File: src/rtl/seg_scan_capture_pkg.sv
// Shared definitions for the 7-segment scan capture monitor and the display encoder.
// Holds segment codes (gfedcba, active-high), FSM states and SEL position indices.
package seg_scan_capture_pkg;

   localparam logic [6:0] SEG_0     = 7'h3F;
   localparam logic [6:0] SEG_1     = 7'h06;
   localparam logic [6:0] SEG_2     = 7'h5B;
   localparam logic [6:0] SEG_3     = 7'h4F;
   localparam logic [6:0] SEG_4     = 7'h66;
   localparam logic [6:0] SEG_5     = 7'h6D;
   localparam logic [6:0] SEG_6     = 7'h7D;
   localparam logic [6:0] SEG_7     = 7'h07;
   localparam logic [6:0] SEG_8     = 7'h7F;
   localparam logic [6:0] SEG_9     = 7'h6F;
   localparam logic [6:0] SEG_BLANK = 7'h00;

   localparam int POS_MIN_U  = 0;
   localparam int POS_MIN_T  = 1;
   localparam int POS_HOUR_U = 2;
   localparam int POS_HOUR_T = 3;

   typedef enum logic [1:0] {
      SCAN   = 2'd0,
      SETTLE = 2'd1,
      HOLD   = 2'd2
   } scan_state_e;

   function automatic logic is_onehot(input logic [3:0] v);
      return (v != 4'd0) && ((v & (v - 4'd1)) == 4'd0);
   endfunction

   function automatic logic [1:0] onehot_idx(input logic [3:0] v);
      logic [1:0] idx;
      idx = 2'd0;
      case (v)
         4'b0010: idx = 2'(POS_MIN_T);
         4'b0100: idx = 2'(POS_HOUR_U);
         4'b1000: idx = 2'(POS_HOUR_T);
         default: idx = 2'(POS_MIN_U);
      endcase
      return idx;
   endfunction

endpackage

File: src/rtl/seg_scan_capture_seg7_to_bcd.sv
// Combinational 7-segment (normalised gfedcba) to BCD digit decoder.
// Blank decodes to 0 without error; unknown patterns decode to 0 and flag err.
module seg7_to_bcd
   import seg_scan_capture_pkg::*;
(
   input  logic [6:0] seg,
   output logic [3:0] digit,
   output logic       err
);

   always_comb begin
      digit = 4'd0;
      err   = 1'b0;
      case (seg)
         SEG_0:     digit = 4'd0;
         SEG_1:     digit = 4'd1;
         SEG_2:     digit = 4'd2;
         SEG_3:     digit = 4'd3;
         SEG_4:     digit = 4'd4;
         SEG_5:     digit = 4'd5;
         SEG_6:     digit = 4'd6;
         SEG_7:     digit = 4'd7;
         SEG_8:     digit = 4'd8;
         SEG_9:     digit = 4'd9;
         SEG_BLANK: digit = 4'd0;
         default:   err   = 1'b1;
      endcase
   end

endmodule

File: src/rtl/seg_scan_capture.sv
// Monitors a multiplexed SEG/SEL display bus and rebuilds HH:MM frames from it.
//
//   state  | meaning
//   SCAN   | wait for a one-hot SEL, then latch the sample
//   SETTLE | count consecutive identical samples until the digit is accepted
//   HOLD   | digit accepted for this dwell; wait for the bus to change
module seg_scan_capture
   import seg_scan_capture_pkg::*;
#(
   parameter int STABLE_CYC     = 16,
   parameter int TIMEOUT_CYC    = 500000,
   parameter bit SEG_ACTIVE_LOW = 1'b1,
   parameter bit SEL_ACTIVE_LOW = 1'b1
) (
   input  logic       CLK_50,
   input  logic       CR,
   input  logic       EN,
   input  logic [6:0] SEG,
   input  logic [3:0] SEL,
   output logic [7:0] hour_bcd,
   output logic [7:0] min_bcd,
   output logic       frame_valid,
   output logic       frame_err,
   output logic       time_changed,
   output logic       scan_lost
);

   localparam int          TW        = $clog2(TIMEOUT_CYC + 1);
   localparam logic [TW-1:0] TMO_MAX = TW'(TIMEOUT_CYC);
   localparam logic [TW-1:0] TMO_PRE = TW'(TIMEOUT_CYC - 1);
   // The SCAN cycle supplies the first sample, so SETTLE needs STABLE_CYC-1 more.
   localparam logic [7:0]  STAB_LAST = 8'(STABLE_CYC - 2);

   logic [6:0]       seg_q;
   logic [3:0]       sel_q;
   scan_state_e      state, state_nx;
   logic [6:0]       smp_seg;
   logic [3:0]       smp_sel;
   logic [7:0]       stab_cnt;
   logic [3:0]       mask;
   logic [3:0]       pos_err;
   logic [3:0][3:0]  pos_dig;
   logic [TW-1:0]    tmo_cnt;
   logic             have_frame;

   logic             sel_onehot, same, load, accept, cnt_inc, publish;
   logic [1:0]       acc_idx;
   logic [3:0]       dec_digit;
   logic             dec_err;
   logic [7:0]       new_hour, new_min;

   seg7_to_bcd u_dec (
      .seg   (smp_seg),
      .digit (dec_digit),
      .err   (dec_err)
   );

   assign sel_onehot = is_onehot(sel_q);
   assign same       = (sel_q == smp_sel) && (seg_q == smp_seg);
   assign acc_idx    = onehot_idx(smp_sel);
   assign publish    = EN && (mask == 4'b1111);
   assign new_hour   = {pos_dig[POS_HOUR_T], pos_dig[POS_HOUR_U]};
   assign new_min    = {pos_dig[POS_MIN_T], pos_dig[POS_MIN_U]};

   always_comb begin
      state_nx = state;
      load     = 1'b0;
      accept   = 1'b0;
      cnt_inc  = 1'b0;
      if (EN) begin
         case (state)
            SCAN: begin
               if (sel_onehot) begin
                  load     = 1'b1;
                  state_nx = SETTLE;
               end
            end
            SETTLE: begin
               if (!sel_onehot || !same) begin
                  state_nx = SCAN;
               end else begin
                  cnt_inc = 1'b1;
                  if (stab_cnt == STAB_LAST) begin
                     accept   = 1'b1;
                     state_nx = HOLD;
                  end
               end
            end
            HOLD: begin
               if (!same) state_nx = SCAN;
            end
            default: state_nx = SCAN;
         endcase
      end
   end

   always_ff @(posedge CLK_50 or posedge CR) begin
      if (CR) begin
         seg_q        <= '0;
         sel_q        <= '0;
         state        <= SCAN;
         smp_seg      <= '0;
         smp_sel      <= '0;
         stab_cnt     <= '0;
         mask         <= '0;
         pos_err      <= '0;
         pos_dig      <= '0;
         tmo_cnt      <= '0;
         have_frame   <= 1'b0;
         hour_bcd     <= 8'h00;
         min_bcd      <= 8'h00;
         frame_valid  <= 1'b0;
         frame_err    <= 1'b0;
         time_changed <= 1'b0;
         scan_lost    <= 1'b0;
      end else begin
         seg_q        <= SEG_ACTIVE_LOW ? ~SEG : SEG;
         sel_q        <= SEL_ACTIVE_LOW ? ~SEL : SEL;
         frame_valid  <= 1'b0;
         time_changed <= 1'b0;
         if (EN) begin
            state <= state_nx;
            if (load) begin
               smp_seg  <= seg_q;
               smp_sel  <= sel_q;
               stab_cnt <= '0;
            end else if (cnt_inc) begin
               stab_cnt <= stab_cnt + 8'd1;
            end
            if (accept) begin
               pos_dig[acc_idx] <= dec_digit;
               pos_err[acc_idx] <= dec_err;
               mask[acc_idx]    <= 1'b1;
            end
            if (publish) begin
               hour_bcd     <= new_hour;
               min_bcd      <= new_min;
               frame_valid  <= 1'b1;
               frame_err    <= (|pos_err) || (new_hour > 8'h23) || (new_min > 8'h59);
               time_changed <= !have_frame || ({new_hour, new_min} != {hour_bcd, min_bcd});
               have_frame   <= 1'b1;
               mask         <= '0;
               pos_err      <= '0;
               tmo_cnt      <= '0;
               scan_lost    <= 1'b0;
            end else if (tmo_cnt != TMO_MAX) begin
               tmo_cnt <= tmo_cnt + 1'b1;
               if (tmo_cnt == TMO_PRE) scan_lost <= 1'b1;
            end
         end else begin
            tmo_cnt <= '0;
         end
      end
   end

endmodule

File: config.mk
export PLATFORM = sky130hd
export DESIGN_NAME = seg_scan_capture
export DESIGN_NICKNAME = d
export VERILOG_FILES = /design/src/rtl/seg_scan_capture_pkg.sv /design/src/rtl/seg_scan_capture_seg7_to_bcd.sv /design/src/rtl/seg_scan_capture.sv
export SDC_FILE = /design/constraint.sdc
export NUM_CORES = 1
export LEC_CHECK = 0
export ABC_CLOCK_PERIOD_IN_PS = 7650
export CAP_MARGIN = 40
export CORE_MARGIN = 3
export CORE_UTILIZATION = 40
export DETAILED_ROUTE_END_ITERATION = 10
export GPL_ROUTABILITY_DRIVEN = 0
export SLEW_MARGIN = 30
export SYNTH_ARGS = -nofsm -noshare
export SYNTH_HDL_FRONTEND = slang
export SYNTH_HIERARCHICAL = 1
export SYNTH_SLANG_ARGS = --single-unit
export TNS_END_PERCENT = 100
File: constraint.sdc
create_clock -name CLK_50 -period 7.65 [get_ports CLK_50]
set_input_delay 1.53 -clock CLK_50 [delete_from_list [all_inputs] [get_ports CLK_50]]
set_output_delay 1.53 -clock CLK_50 [all_outputs]
set_load 0.03 [all_outputs]
==> results.json <==
{
  "synth_area_sq_um": 4640,
  "cts.path.max_buffers": 2,
  "hold_class": "reg -> reg",
  "grt_max_degree": 87,
  "critPathMaxStageDelay_ps": 830,
  "avgSynthCellArea_sq_um": 10.1,
  "rows": 38,
  "clk_pin_slew_worst_paths_ps": 70,
  "diodes": 0,
  "hold_viol": 0,
  "drive_gt1_frac": 0.104,
  "grt.total_usage": 0.163,
  "synth_edf_count": 0,
  "synth_top_family_by_area": "simple AND/OR/NAND/NOR gates",
  "htree_levels": 3,
  "r2r_end": "new_hour[0]$_DFFE_PP0P_",
  "ant_nets": 0,
  "tritoncts": "done",
  "ff2ff_setup_slack_ps": 4710,
  "synth_seq_cells": 96,
  "whs_path_depth": 1,
  "outcome": "finished clean",
  "synth_xor_xnor_area_share": 0.0869,
  "crit_chain": "clkdlybuf4s50_1, and3b_1, nand4_1, or4b_1, nor3_4, mux2_2",
  "critPathLaunchType": "input pin",
  "io_pins": 34,
  "rsz0062_at_grt": "no",
  "setup_viol": 0,
  "synth_warnings": 6,
  "overflow": 0,
  "cts_resized": 0,
  "cp_num_buf_inv": 1,
  "nFillCells": 1017,
  "vias": 3340,
  "relSlewSlack": 0.502,
  "finClkSkew_ps": 9.97,
  "cts_buffers": 9,
  "die_y_um": 114,
  "place_ws_ps": 3430,
  "final.min_clock_period_ps": 3880,
  "path_class": "in -> reg",
  "p_leak_uw": 0.00248,
  "drcViolationCount": 0,
  "crit_path_top_delay_cell": "or4b_1",
  "core-area_sq_um": 11100,
  "yosysUniqueCellTypes": 52,
  "maxCapViolCount": 0,
  "syn_nets": 479,
  "cts_setup_buffers": 0,
  "synthMuxAreaShare": 0.0518,
  "yosys.area_share.simple": 0.241,
  "hold_start": "have_frame$_DFFE_PP0P_",
  "cp-end-kind": "flip-flop",
  "wl_per_cell_um": 15.4,
  "dp_hpwl_um": 6880,
  "required_ps": 7870,
  "layout_commonest_cell": "nand2_1",
  "critical_path.top_delay_family": "simple AND/OR/NAND/NOR gates",
  "syn_to_final_growth_pct": 17.0,
  "viasPerCell": 5.22,
  "synthArstFlopShare": 1.00,
  "nets": 513,
  "die-area_sq_um": 12900,
  "cts_sinks": 96,
  "hold_buffers": 0,
  "firstDrtPassIters": 4,
  "ir_drop_uv": 154,
  "setup_ws_ps": 3770,
  "ctsRootBufferMaster": "clkbuf_16",
  "first_global_vias": 3391,
  "drtIter0Drc": 236,
  "fp.dieW_um": 114,
  "drv_slew": 0,
  "synth_fa_ha_area_frac": 0.0108,
  "p_per_area_nw_per_um2": 214,
  "post-route-period-util": 0.507,
  "yosysSeqAreaShare": 0.518,
  "antenna_found_initial": 0,
  "tns_ps": 0,
  "portBuffers": 33,
  "tightestPinTransition_ps": 745,
  "synth_cells": 461,
  "wirelength_um": 9850,
  "reg2reg_depth": 5,
  "initial_core_util": 0.418,
  "arrival_ps": 4100,
  "hold_end": "time_changed$_DFF_PP0_",
  "clk_latency_ps": 340,
  "mostFrequentLayoutCells": "nand2_1 (103), dfrtp_1 (96), xnor2_1 (34)",
  "fmax_ghz": 0.258,
  "r2r_start": "sel_q[0]$_DFF_PP0_",
  "cp_max_fo": 16,
  "synth-compound-area-share": 0.0572,
  "ys.flop_type": "dfrtp_1",
  "grt_pass1_wl_um": 16900
}
## stage by stage
stage	cell area [sq um]	util	power, uW	std cells	hold WS [ps]
after floorplan	4640	-	661	461	425
after global placement	5080	0.459	693	623	451
after detailed placement	5090	0.459	698	623	449
after CTS	5400	0.487	1170	639	470
after global routing	5430	0.490	1210	640	475
final	5430	0.490	1160	640	472
## registers in the layout (all words and copies together), names as in the netlist
name	count
tmo_cnt	19
hour_bcd	8
min_bcd	8
new_hour	8
new_min	8
stab_cnt	8
seg_q	7
smp_seg	7
mask	4
pos_err	4
sel_q	4
smp_sel	4
state	2
frame_err	1
frame_valid	1
have_frame	1
scan_lost	1
time_changed	1
## worst reg2reg max path, stage by stage, from the launching register on
cell      delay [ps]
dfrtp_1          450
or4b_1           520
o311ai_1         180
or4b_1           840
nor3_4           440
mux2_2           390
## logic make-up (layout without fill, tap and decap cells)
family	after synthesis	in the layout
and+or+nand+nor	219	219
DFF	96	96
xor gates and xnor gates	46	46
AOI/OAI and AO/OA	38	38
buffers and inverters	36	75
muxes	22	22
adders and majority gates	4	4
## final cells by class
| type | instances | area, sq um | area share |
|---|---|---|---|
| clock buffer | 10 | 239 | 0.0440 |
| inverter | 24 | 92.6 | 0.0171 |
| sequential | 96 | 2400 | 0.443 |
| multi-input combinational | 329 | 2080 | 0.383 |
| timing repair buffer | 35 | 369 | 0.0680 |
| tap | 140 | 175 | 0.0323 |
| clock inverter | 6 | 71.3 | 0.0131 |
## synthesized netlist by cell type, types with 4 or more instances
cell,instances,area share
or4b_2,6,0.013
mux2_2,16,0.039
nand4_1,15,0.020
nand3_1,20,0.022
nand2_1,103,0.083
mux2i_1,6,0.013
nor2_1,27,0.022
xor2_1,12,0.023
and3_1,5,0.0067
o21ai_0,9,0.0097
o21a_1,4,0.0065
a21oi_1,5,0.0054
clkbuf_1,8,0.0065
dfrtp_1,96,0.52
inv_1,23,0.019
xnor2_1,34,0.064
nor3_1,4,0.0043
or4_1,5,0.0081
nor4_1,5,0.0067
ha_1,4,0.011
## metal layers
layer,global-route usage,part of all wire,vias up
li1,-,-,1638
met4,0.0593,0.015,0
met3,0.0260,0.027,7
met1,0.217,0.47,1645
met5,0,0,-
met2,0.269,0.49,50
## where the power goes
group | total, uW | internal [uW] | leakage [uW] | switching, uW
sequential | 572 | 529 | 0.00129 | 43.4
clock | 470 | 266 | 0.000146 | 204
combinational | 117 | 52.2 | 0.00104 | 65.2
## worst max path at each step
stage | startpoint | to | slack (ps) | cells after the start
2_1_floorplan | CR | frame_err$_DFFE_PP0P_ | 3610 | 1
3_5_place_dp | EN | new_min[5]$_DFFE_PP0P_ | 3430 | 6
4_1_cts | EN | new_hour[0]$_DFFE_PP0P_ | 3780 | 6
6_report | EN | new_hour[0]$_DFFE_PP0P_ | 3770 | 6
5_1_grt | EN | new_hour[0]$_DFFE_PP0P_ | 3660 | 6
3_3_place_gp | EN | new_hour[3]$_DFFE_PP0P_ | 3520 | 6
(Power assumes the default switching activity.)
